===== config.mk =====
export PLATFORM = sky130hd
export DESIGN_NAME = fifo_wr_ctrl_flat
export DESIGN_NICKNAME = d
export VERILOG_FILES = /design/src/rtl/fifo_wr_ctrl_if.sv /design/src/rtl/fifo_wr_ctrl.sv /design/src/flat_wrapper.sv
export SDC_FILE = /design/constraint.sdc
export NUM_CORES = 1
export LEC_CHECK = 0
export BUFFER_PORTS_ARGS = -buffer_cell sky130_fd_sc_hd__buf_2
export CORE_AREA = 2 2 58 60
export DETAILED_ROUTE_END_ITERATION = 10
export DIE_AREA = 0 0 60 62
export PLACE_DENSITY = 0.6
export SYNTH_ARGS = -nofsm -noshare
export SYNTH_HDL_FRONTEND = slang
export SYNTH_SLANG_ARGS = --single-unit

===== constraint.sdc =====
create_clock -name clk_wr -period 2.03 [get_ports clk_wr]
set_input_delay 0.3045 -clock clk_wr [delete_from_list [all_inputs] [get_ports clk_wr]]
set_output_delay 0.3045 -clock clk_wr [all_outputs]
set_load 0.02 [all_outputs]

===== src/rtl/fifo_wr_ctrl_if.sv =====
// Upstream valid/ready handshake into the CDC FIFO write controller.
interface fifo_wr_ctrl_if #(
  parameter int WIDTH = 8
);
  logic             in_valid;
  logic [WIDTH-1:0] in_data;
  logic             in_ready;

  modport master (
    output in_valid,
    output in_data,
    input  in_ready
  );

  modport slave (
    input  in_valid,
    input  in_data,
    output in_ready
  );
endinterface


===== src/rtl/fifo_wr_ctrl.sv =====
// Write-side flow controller for the CGRA clock-domain-crossing FIFO.
// Tracks free FIFO slots as credits, takes credit returns as a toggle from
// the read clock domain, and supports an orderly flush back to idle.
module fifo_wr_ctrl #(
  parameter int DEPTH_P2 = 2,
  parameter int WIDTH    = 8,
  parameter int DEPTH    = 1 << DEPTH_P2
) (
  input  logic                clk_wr,
  input  logic                rst,
  input  logic                chip_en,
  fifo_wr_ctrl_if.slave       up,
  input  logic                rd_tog,
  input  logic                flush,
  output logic                we,
  output logic [WIDTH-1:0]    data_out,
  output logic [DEPTH_P2:0]   credits,
  output logic                idle,
  output logic                overflow_err
);

  localparam logic [DEPTH_P2:0] CRED_MAX = (DEPTH_P2 + 1)'(DEPTH);
  localparam logic [DEPTH_P2:0] CRED_ONE = (DEPTH_P2 + 1)'(1);

  typedef enum logic [1:0] {
    IDLE,
    RUN,
    FLUSH
  } state_t;

  state_t            state;
  state_t            state_nxt;
  logic              ready;
  logic              push;
  logic              ret;
  logic              s1;
  logic              s2;
  logic              s3;
  logic [DEPTH_P2:0] credits_nxt;
  logic              ovf_hit;

  // Saturating credit update; the top bit flags a return that arrived with
  // every slot already free (the count then holds at its maximum).
  function automatic logic [DEPTH_P2+1:0] credit_next(
    input logic [DEPTH_P2:0] cur,
    input logic              take,
    input logic              give
  );
    logic [DEPTH_P2+1:0] res;
    res = {1'b0, cur};
    if (take && !give) begin
      res = {1'b0, cur - CRED_ONE};
    end else if (give && !take) begin
      if (cur == CRED_MAX) begin
        res = {1'b1, cur};
      end else begin
        res = {1'b0, cur + CRED_ONE};
      end
    end
    return res;
  endfunction

  // Read-toggle synchroniser plus edge stage; runs regardless of chip_en.
  always_ff @(posedge clk_wr or posedge rst) begin
    if (rst) begin
      s1 <= 1'b0;
      s2 <= 1'b0;
      s3 <= 1'b0;
    end else begin
      s1 <= rd_tog;
      s2 <= s1;
      s3 <= s2;
    end
  end

  assign ret  = s2 ^ s3;
  assign push = up.in_valid & ready;
  assign {ovf_hit, credits_nxt} = credit_next(credits, push, ret);
  assign up.in_ready = ready;
  assign idle = (state == IDLE);

  // State register for the accept/flush FSM.
  always_ff @(posedge clk_wr or posedge rst) begin
    if (rst) begin
      state <= IDLE;
    end else begin
      state <= state_nxt;
    end
  end

  // Next state and the combinational ready; chip_en low freezes the FSM.
  always_comb begin
    state_nxt = state;
    ready     = 1'b0;
    case (state)
      IDLE: begin
        if (chip_en && !flush) state_nxt = RUN;
      end
      RUN: begin
        ready = chip_en && (credits != '0);
        if (chip_en && flush) state_nxt = FLUSH;
      end
      FLUSH: begin
        if (chip_en && (credits == CRED_MAX)) state_nxt = IDLE;
      end
      default: state_nxt = IDLE;
    endcase
  end

  // Credit count and sticky overflow flag.
  always_ff @(posedge clk_wr or posedge rst) begin
    if (rst) begin
      credits      <= CRED_MAX;
      overflow_err <= 1'b0;
    end else begin
      credits <= credits_nxt;
      if (ovf_hit) overflow_err <= 1'b1;
    end
  end

  // FIFO write strobe and data; data holds between pushes.
  always_ff @(posedge clk_wr or posedge rst) begin
    if (rst) begin
      we       <= 1'b0;
      data_out <= '0;
    end else begin
      we <= push;
      if (push) data_out <= up.in_data;
    end
  end

endmodule


===== src/flat_wrapper.sv =====
// flat-port wrapper written by rule: the top's interface ports become plain ports
module fifo_wr_ctrl_flat 
#(
  parameter int DEPTH_P2 = 2,
  parameter int WIDTH    = 8,
  parameter int DEPTH    = 1 << DEPTH_P2
)
  (clk_wr, rst, chip_en, rd_tog, flush, we, data_out, credits, idle, overflow_err, up_in_valid, up_in_data, up_in_ready);
  fifo_wr_ctrl_if #(.WIDTH(WIDTH)) up_i ();
  input  logic clk_wr;
  input  logic rst;
  input  logic chip_en;
  input  logic rd_tog;
  input  logic flush;
  output logic we;
  output logic [WIDTH-1:0] data_out;
  output logic [DEPTH_P2:0] credits;
  output logic idle;
  output logic overflow_err;
  input wire logic [$bits(up_i.in_valid)-1:0] up_in_valid;
  input wire logic [$bits(up_i.in_data)-1:0] up_in_data;
  output wire logic [$bits(up_i.in_ready)-1:0] up_in_ready;
  assign up_i.in_valid = up_in_valid;
  assign up_i.in_data = up_in_data;
  assign up_in_ready = up_i.in_ready;
  fifo_wr_ctrl #(.DEPTH_P2(DEPTH_P2), .WIDTH(WIDTH), .DEPTH(DEPTH)) u_core (.clk_wr(clk_wr), .rst(rst), .chip_en(chip_en), .up(up_i), .rd_tog(rd_tog), .flush(flush), .we(we), .data_out(data_out), .credits(credits), .idle(idle), .overflow_err(overflow_err));
endmodule

==> results.toml, run 1 <==
[clock_tree]
clockRootBuffer = "clkbuf_4"
clockBufferDepth = 2
clkSinkCount = 18
cts_hold_buf = 0
clk_latency_ns = 0.29
cts_made_buffers = 3
cts_resized = 0
post_cts_buffers = 0
clk_pin_slew_worst_paths_ns = 0.10
cts_tree = "built"
htreeDepth = 1

[sta]
fin_tns_setup_ns = 0
setup_viol = 0
fmax_mhz = 527.8
finalCriticalPeriod_ns = 1.895
fin_worst_skew_ns = 0.002665
grt_setup_unrepaired = "no"
hold_violations = 0
worst_pin_slew_ns = 0.7187
maxSlewHeadroom = 0.5203
final-max-slew-violation-count = 0
whs_ns = 0.1103
period_share = 0.9333

[floorplan]
dieHeight_um = 62
io_pins = 29
start_util = 0.2782
core_um2 = 3179
die_x_um = 60
num_rows = 21
dieArea_um2 = 3720

[grt]
grt_max_degree = 19
grt-ovfl-total = 0
grtUsageTotal = 0.1001
grt_pass1_vias = 585
grt_pass1_wl_mm = 2.691
antenna_found_initial = 0

[hold_path]
holdCritPathClass = "in -> async"

[run]
drv_cap = 0

[detailed_routing]
first_iter_violations = 23
first_pass_iters = 4
vias = 629
avgRoutedWirePerCell_um = 11.60
antenna_left = 0
drc = 0
routed_wl_mm = 1.694
routed_via_density = 4.308

[power]
p_per_area_nw_per_um2 = 1332
vdd_drop_max_mv = 0.4547
p_switching_w = 0.0005769
p_leak_nw = 0.5350
power.share.sequential = 0.395
swShare = 0.3898
internal_power_w = 0.0009032
p_clk_frac = 0.127
p_comb_frac = 0.478

[cells_and_area]
fillers = 326
mostFrequentLayoutCell = "buf_2"
area_growth_pct = 25.60
post-route-util = 0.3495
final_cell_mix = "buf_2 (28), dfrtp_1 (15), mux2_4 (8), inv_1 (5)"
seq_area_um2 = 454.2
drive_gt1_frac = 0.4800
multi_input_area_um2 = 406.6
nNetsFinal = 121
n_antenna_cell = 0

[place]
gp_congestion = 0.8758
port_buffers = 28
place_hpwl_mm = 1.250

[synthesis]
synth.area.top_cells = "dfrtp_1 (48%), mux2_4 (14%), ha_1 (8.5%)"
yosys_register_bits = 18
synth_top_area_share = 0.4809
synth.largest_area_cell = "dfrtp_1"
synth_cell_type_count = 28
synth_area_per_cell_um2 = 12.82
netlist_instances = 69
ys_warn_count = 0
synth-seq-area-share = 0.5106
synth.cell_area_um2 = 884.6
synth_nets = 89

[worst_setup_path]
start_kind = "register"
worstPathArrival_ns = 2.12
worstPathMaxFanout = 8
end_kind = "register"
path_class = "reg -> reg"
required_ns = 2.25

[outcome]
outcome = "completed"
==> worst paths after layout <==
path                                         from            endpoint  slack, ns  cells after the start
worst min-delay path                          rst  u_core.data_out[7]       0.11                      2
worst min register to register          u_core.s1           u_core.s2       0.36                      0
max in group asynchronous                     rst   u_core.credits[1]       1.42                      2
worst max-delay path            u_core.credits[0]   u_core.credits[2]       0.14                      9
min in group clk_wr                        rd_tog           u_core.s1       0.11                      1
worst max register to register  u_core.credits[0]   u_core.credits[2]       0.14                      9
==> worst max-delay path, stage by stage (launching register included) <==
cell and delay [ns]:
dfrtp_2 0.45, inv_1 0.09, ha_2 0.24, nand2b_4 0.06
and4_4 0.18, inv_1 0.11, ha_4 0.24, nor3b_1 0.19
o21ai_1 0.08, a32oi_1 0.19
==> sequential cells by signal (all words and copies together) (netlist names) <==
name and flops:
u_core.credits 3, u_core.s3 1, u_core.overflow_err 1, u_core.s1 1, u_core.data_out 8, u_core.s2 1
u_core.state 2, u_core.we 1
==> kinds of logic (layout without fill, tap and decap cells) <==
family          count (synthesis)  count (layout)  synth area share
fa+ha+maj                       6               6           0.08486
flops                          18              18            0.5106
simple gates                   18              18            0.1344
mux                             8               8            0.1358
compound gates                 11              11           0.07780
buf+inv                         7              38           0.04668
xor+xnor                        1               1          0.009903
==> synthesized netlist by cell type <==
cell type,number
a21oi_1,1
dfstp_2,1
nor2b_2,1
dfrtp_1,17
a211oi_1,1
nor2b_1,1
nand3_1,2
o211ai_1,1
buf_6,2
and3b_1,1
nand2_1,2
xnor2_1,1
o31ai_1,1
and3_1,1
nand3b_1,2
o21ai_1,1
o21ai_0,4
a32oi_1,1
nand2b_1,1
inv_1,5
nor3b_1,1
a21o_1,1
nand2b_4,1
and4_4,1
ha_1,6
mux2_4,8
nand4_1,1
nor2_1,3
==> power groups by stage <==
stage	Combinational (W)	Clock, W	Sequential (W)
2_1_floorplan	0.000414	0	0.000705
4_1_cts	0.000714	0.000201	0.000588
5_1_grt	0.000779	0.000214	0.000609
6_report	0.000707	0.000189	0.000584
3_5_place_dp	0.000714	0	0.000590
3_3_place_gp	0.000701	0	0.000584
==> final cells by class <==
type	instances	area share
Sequential cell	18	0.4088
Inverter	5	0.01689
Timing Repair Buffer	29	0.1329
Multi-Input combinational cell	44	0.3660
Tap cell	46	0.05180
Clock buffer	4	0.02365
==> stage by stage <==
stage	setup slack, ns	power, W	std cells	instance area [µm²]
floorplan	0.01287	0.001118	69	902.1
detailed placement	0.1604	0.001304	142	1085
CTS	0.1299	0.001503	146	1111
global route	0.002787	0.001602	146	1111
global placement	0.2179	0.001285	142	1085
finish	0.1354	0.001480	146	1111
==> metal layers <==
metal / up-vias / global-route usage / wire [µm]
met1: 306 / 0.1314 / 803
met5: - / 0 / 0
li1: 300 / - / -
met4: 0 / 0.03810 / 23
met2: 21 / 0.1506 / 761
met3: 2 / 0.03727 / 105
Note: power is estimated with default switching activity, not from simulation.
==> run 2: changes to the inputs <==
--- a/config.mk
+++ b/config.mk
@@ -9,7 +9,9 @@
 export CORE_AREA = 2 2 58 60
 export DETAILED_ROUTE_END_ITERATION = 10
 export DIE_AREA = 0 0 60 62
+export MAX_ROUTING_LAYER = met4
 export PLACE_DENSITY = 0.6
+export SETUP_SLACK_MARGIN = 0.5
 export SYNTH_ARGS = -nofsm -noshare
 export SYNTH_HDL_FRONTEND = slang
 export SYNTH_SLANG_ARGS = --single-unit
==> run 2 against run 1 <==
  * Register-to-register slack better by 0.19 ns
  * Largest cell class unchanged
  * Global-route usage is 1.6 points higher
  * Critical path depth stayed put
  * Maximum frequency is 11% higher
==> results.toml, run 2 (synthesis results as in run 1) <==
[clock_tree]
clockRootBuffer = "clkbuf_4"
clk_latency_ns = 0.29
clk_pin_slew_worst_paths_ns = 0.10
cts_made_buffers = 3
clockBufferDepth = 2
cts_hold_buf = 0
htreeDepth = 1
clkSinkCount = 18
cts_tree = "built"

[worst_setup_path]
worstPathMaxFanout = 3
crit_chain = "inv_2 > ha_4 > nand2b_4 > and4_4 > buf_4 > ha_4 > and3b_1 > o21ai_0 > o31ai_1"
reg2reg_from = "u_core.credits[0]"
cp_slowest_cell = "dfrtp_2"
path_class = "reg -> reg"
slowest_delay_ns = 0.38
required_ns = 2.20
r2r_cells = 9
critPathCapture = "u_core.credits[0]"
start_kind = "register"
timing.rr.end = "u_core.credits[0]"
reg2reg_slack_ns = 0.33
end_kind = "register"
worstPathArrival_ns = 1.87
crit_path_start = "u_core.credits[0]"
crit_top_cell = "ha_4"

[sta]
worst_pin_slew_ns = 0.6711
fin_tns_setup_ns = 0
period_share = 0.8381
grt_setup_unrepaired = "yes"
maxSlewHeadroom = 0.5521
setup_viol = 0
whs_ns = 0.09681
hold_violations = 0
final-max-slew-violation-count = 0
fmax_mhz = 587.8
fin_worst_skew_ns = 0.001440
finalCriticalPeriod_ns = 1.701

[floorplan]
io_pins = 29
core_um2 = 3179
die_x_um = 60
dieArea_um2 = 3720
num_rows = 21
dieHeight_um = 62
start_util = 0.2782

[cells_and_area]
top_regs = "u_core.data_out x8, u_core.credits x3, u_core.state x2"
nNetsFinal = 128
post-route-util = 0.3806
stdcell_count = 153
largest_reg_flops = 8
area_growth_pct = 36.78
seq_area_um2 = 454.2
regMostFlops = "u_core.data_out"
n_antenna_cell = 0
fillers = 318
final_cell_mix = "buf_2 (27), dfrtp_1 (15), mux2_4 (8), buf_4 (8), o21ai_0 (4)"
drive_gt1_frac = 0.5701
multi_input_area_um2 = 434.2
mostFrequentLayoutCell = "buf_2"

[grt]
grt_pass1_vias = 712
grt_max_degree = 19
grt_pass1_wl_mm = 3.049
grtUsageTotal = 0.1159
grt-ovfl-total = 0
antenna_found_initial = 0

[power]
p_leak_nw = 0.5793
total_power_w = 0.001622
vdd_drop_max_mv = 0.5484
p_per_area_nw_per_um2 = 1341

[outcome]
outcome = "completed"

[detailed_routing]
antenna_left = 0
vias = 654
drc = 0
avgRoutedWirePerCell_um = 11.29
first_iter_violations = 3
routed_wl_mm = 1.728
routed_via_density = 4.275
first_pass_iters = 2

[place]
place_hpwl_mm = 1.291
dp_cells = 142
gp_congestion = 0.8693
port_buffers = 28

[run]
drv_cap = 0

[hold_path]
holdCritPathClass = "in -> async"
==> run 2: how the worst min path moves through the flow <==
stage               from                 end  slack [ns]  depth (start not counted)
2_1_floorplan        rst  u_core.data_out[0]        0.24                          1
3_3_place_gp   u_core.s1           u_core.s2        0.33                          0
3_5_place_dp   u_core.s1           u_core.s2        0.34                          0
4_1_cts           rd_tog           u_core.s1        0.10                          1
5_1_grt           rd_tog           u_core.s1        0.08                          1
6_report             rst           u_core.we         0.1                          2
==> run 2: routing by layer <==
| metal | vias up | global-route usage | part of all wire |
|---|---|---|---|
| met4 | 0 | 0.06032 | 0.0087 |
| met3 | 2 | 0.02484 | 0.034 |
| met1 | 320 | 0.1276 | 0.43 |
| li1 | 314 | - | - |
| met5 | - | - | 0 |
| met2 | 18 | 0.1972 | 0.52 |
==> run 2: cell type report <==
class                   count  area share
flip-flops and latches     18      0.3754
multi-input cells          44      0.3588
repair buffers             36      0.1706
well taps                  46     0.04757
clock buffers               4     0.02999
inverters                   5     0.01758
==> run 2: worst max-delay path, delay by kind of cell (launching register included) <==
family	cells	cell delay [ns]
compound gates	2	0.27
simple gates	3	0.47
fa+ha+maj	2	0.28
flops	1	0.38
buf+inv	2	0.18
==> run 2: power breakdown <==
part           internal, W  switching (W)  total [W]
clock             0.000109       0.000107   0.000217
sequential        0.000490      0.0000735   0.000563
combinational     0.000414       0.000428   0.000842
==> run 2: metrics by stage <==
step / instance area, µm² / worst slack, ns
global placement: 1105 / 0.2609
CTS: 1202 / 0.3284
floorplan: 930.9 / 0.1513
detailed placement: 1105 / 0.2453
finish: 1210 / 0.3287
global route: 1210 / 0.2119
==> run 2: what timing repair did <==
item / in CTS / in global routing
gates resized for setup: 5 / 0
setup buffers: 6 / 1
pin swaps: 3 / 3
setup endpoints to repair: 13 / 13
==> run 3: changes to the inputs <==
--- a/config.mk
+++ b/config.mk
@@ -5,12 +5,13 @@
 export SDC_FILE = /design/constraint.sdc
 export NUM_CORES = 1
 export LEC_CHECK = 0
+export ABC_AREA = 1
 export BUFFER_PORTS_ARGS = -buffer_cell sky130_fd_sc_hd__buf_2
 export CORE_AREA = 2 2 58 60
 export DETAILED_ROUTE_END_ITERATION = 10
 export DIE_AREA = 0 0 60 62
 export MAX_ROUTING_LAYER = met4
-export PLACE_DENSITY = 0.6
+export PLACE_DENSITY = 0.59
 export SETUP_SLACK_MARGIN = 0.5
 export SYNTH_ARGS = -nofsm -noshare
 export SYNTH_HDL_FRONTEND = slang
==> constraint.sdc (replaced) <==
create_clock -name clk_wr -period 1.6 [get_ports clk_wr]
set_input_delay 0.24 -clock clk_wr [delete_from_list [all_inputs] [get_ports clk_wr]]
set_output_delay 0.24 -clock clk_wr [all_outputs]
set_load 0.02 [all_outputs]
==> run 3 against run 2 <==
  * The run now ends with negative setup slack left
  * Global-route usage is 0.91 points higher
  * Clock power is 28% higher
  * Die area stayed put
  * Clock skew is 0.010 ns higher
  * Sequential share of layout area is 8.1 points lower
  * Highest routed layer unchanged
==> results.toml, run 3 <==
[floorplan]
start_util = 0.2822
io_pins = 29
num_rows = 21
core_um2 = 3179
dieArea_um2 = 3720
dieHeight_um = 62
die_x_um = 60

[sta]
fmax_mhz = 620.1
hold_violations = 0
finalCriticalPeriod_ns = 1.613
whs_ns = 0.05497
maxSlewHeadroom = 0.7905
final-max-slew-violation-count = 0
setup_viol = 2
grt_setup_unrepaired = "yes"
worst_pin_slew_ns = 0.3139
period_share = 1.008
fin_tns_setup_ns = -0.01661
final.setup.worst_slack_ns = -0.01264
fin_worst_skew_ns = 0.01164

[outcome]
failed_checks = "negative setup slack"
outcome = "complete, but fails checks"

[synthesis]
synth.cell_area_um2 = 897.1
synth-seq-area-share = 0.5035
synth.area.top_cells = "dfrtp_1 (47%), nand2_1 (13%), ha_1 (8.4%)"
synth.largest_area_cell = "dfrtp_1"
synth_nets = 123
synth_area_per_cell_um2 = 8.710
synth_commonest_cells = "nand2_1 (30), dfrtp_1 (17), inv_1 (14), nand3_1 (14), ha_1 (6)"
ys_warn_count = 0
yosys_register_bits = 18
synth_cell_type_count = 20
synth_async_sr_flop_share = 1.000
synth_edf_count = 0
synth_top_area_share = 0.4742
synth_ff_type = "dfrtp_1"
netlist_instances = 103
yosysMostFrequentCell = "nand2_1"

[worst_setup_path]
crit_family = "flip-flops"
r2r_cells = 12
path_class = "reg -> out"
slowest_delay_ns = 0.42
worstPathBufferInverterCount = 4
start_kind = "register"
worstPathArrival_ns = 1.37
crit_chain = "inv_2 > ha_4 > inv_2 > nor2_4 > nor2_8 > buf_6 > buf_6"
end_kind = "output port"
reg2reg_from = "u_core.credits[1]"
timing.rr.end = "u_core.credits[0]"
required_ns = 1.36
cp_slowest_cell = "dfrtp_2"
reg2reg_slack_ns = 0
worstPathMaxFanout = 2

[place]
port_buffers = 28
gp_congestion = 0.7777
place_hpwl_mm = 1.567

[clock_tree]
clk_pin_slew_worst_paths_ns = 0.09
htreeDepth = 1
clk_latency_ns = 0.29
cts_tree = "built"
cts_made_buffers = 3
clockBufferDepth = 2
clockRootBuffer = "clkbuf_4"
clkSinkCount = 18

[grt]
grt_pass1_vias = 820
grt_pass1_wl_mm = 3.463
grtUsageTotal = 0.1249
grt-ovfl-total = 0
grt_max_degree = 12
antenna_found_initial = 0

[cells_and_area]
largest_reg_flops = 8
mostFrequentLayoutCell = "nand2_1"
regMostFlops = "u_core.data_out"
nNetsFinal = 180
n_antenna_cell = 0
area_growth_pct = 71.69
top_regs = "u_core.data_out x8, u_core.credits x3, u_core.state x2"
final_cell_mix = "nand2_1 (27), buf_6 (21), buf_4 (16), dfrtp_1 (15), buf_2 (14)"
drive_gt1_frac = 0.5220

[detailed_routing]
drc = 0
avgRoutedWirePerCell_um = 9.961
routed_wl_mm = 2.042
antenna_left = 0
vias = 867
routed_via_density = 4.229
first_iter_violations = 24
first_pass_iters = 4

[hold_path]
holdCritPathClass = "in -> reg"
hold_start = "rd_tog"
hold-path-cell-count = 1
min_to = "u_core.s1"

[power]
vdd_drop_max_mv = 0.6276
p_leak_nw = 0.8062
p_per_area_nw_per_um2 = 1759

[run]
drv_cap = 0
## run 3: cell count changes in the layout (fill, tap and decap cells not counted), moves of 7 or more
cell,before,now
inv_1,2,9
buf_6,1,21
buf_4,8,16
nand3_1,2,12
nand2_1,2,27
buf_2,27,14
mux2_4,8,0
## run 3: cells by family after synthesis
| group | after synthesis | share of synthesized area |
|---|---|---|
| DFF | 18 | 0.5035 |
| xor gates and xnor gates | 1 | 0.009765 |
| adders and majority gates | 6 | 0.08368 |
| and+or+nand+nor | 54 | 0.2873 |
| buffers and inverters | 17 | 0.07113 |
| AOI/OAI and AO/OA | 7 | 0.04463 |
## run 3: area by class of cell
cell class | instances | area, µm²
Tap cell | 46 | 57.56
Sequential cell | 18 | 454.2
Inverter | 16 | 67.56
Fill cell | 301 | 1639
Clock buffer | 4 | 36.28
Timing Repair Buffer | 53 | 456.7
Multi-Input combinational cell | 68 | 467.9
## run 3: worst reg2reg max path: cells and delay by family (launching register included)
family | cells | cell delay [ns]
adders and majority gates | 2 | 0.32
buffers and inverters | 3 | 0.16
and+or+nand+nor | 6 | 0.54
AOI/OAI and AO/OA | 1 | 0.06
DFF | 1 | 0.42
## run 3: stage by stage
step | power (W) | instances | cell area, µm² | util | setup WS [ns]
floorplan | 0.001489 | 103 | 963.4 | - | -0.1008
global placement | 0.001850 | 184 | 1217 | 0.3829 | 0.03627
detailed placement | 0.001883 | 184 | 1217 | 0.3829 | -0.008411
CTS | 0.002493 | 198 | 1415 | 0.4451 | -0.05142
global route | 0.002934 | 205 | 1540 | 0.4845 | -0.1179
finish | 0.002709 | 205 | 1540 | 0.4845 | -0.01264
## run 3: worst max path at each step
| stage | startpoint | end | cells after the start |
|---|---|---|---|
| 2_1_floorplan | u_core.credits[0] | u_core.credits[1] | 13 |
| 3_3_place_gp | u_core.credits[1] | u_core.credits[2] | 14 |
| 3_5_place_dp | u_core.credits[0] | u_core.credits[2] | 14 |
| 4_1_cts | u_core.credits[1] | up_in_ready | 7 |
| 5_1_grt | u_core.credits[1] | u_core.credits[2] | 14 |
| 6_report | u_core.credits[1] | up_in_ready | 7 |
## run 3: what timing repair did
action,4_1_cts,5_1_grt
endpoints found under the hold margin,6,0
gates resized for setup,28,19
gates cloned,0,0
pin swaps,6,5
buffers inserted,9,7
hold buffers,1,0
endpoints found under the setup margin,19,28
## run 3: power breakdown
part | total, W | internal [W] | switching (W) | leakage [nW]
clock | 0.000277 | 0.000139 | 0.000139 | 0.0210
combinational | 0.00167 | 0.000860 | 0.000812 | 0.567
sequential | 0.000760 | 0.000634 | 0.000126 | 0.218
## run 3: metal layers
layer / wire length, µm / vias to the layer above / GRT usage
met5: 0 / - / -
met4: 17 / 0 / 0.03810
met3: 53 / 2 / 0.01863
met2: 1052 / 17 / 0.1972
met1: 920 / 414 / 0.1665
li1: - / 434 / -
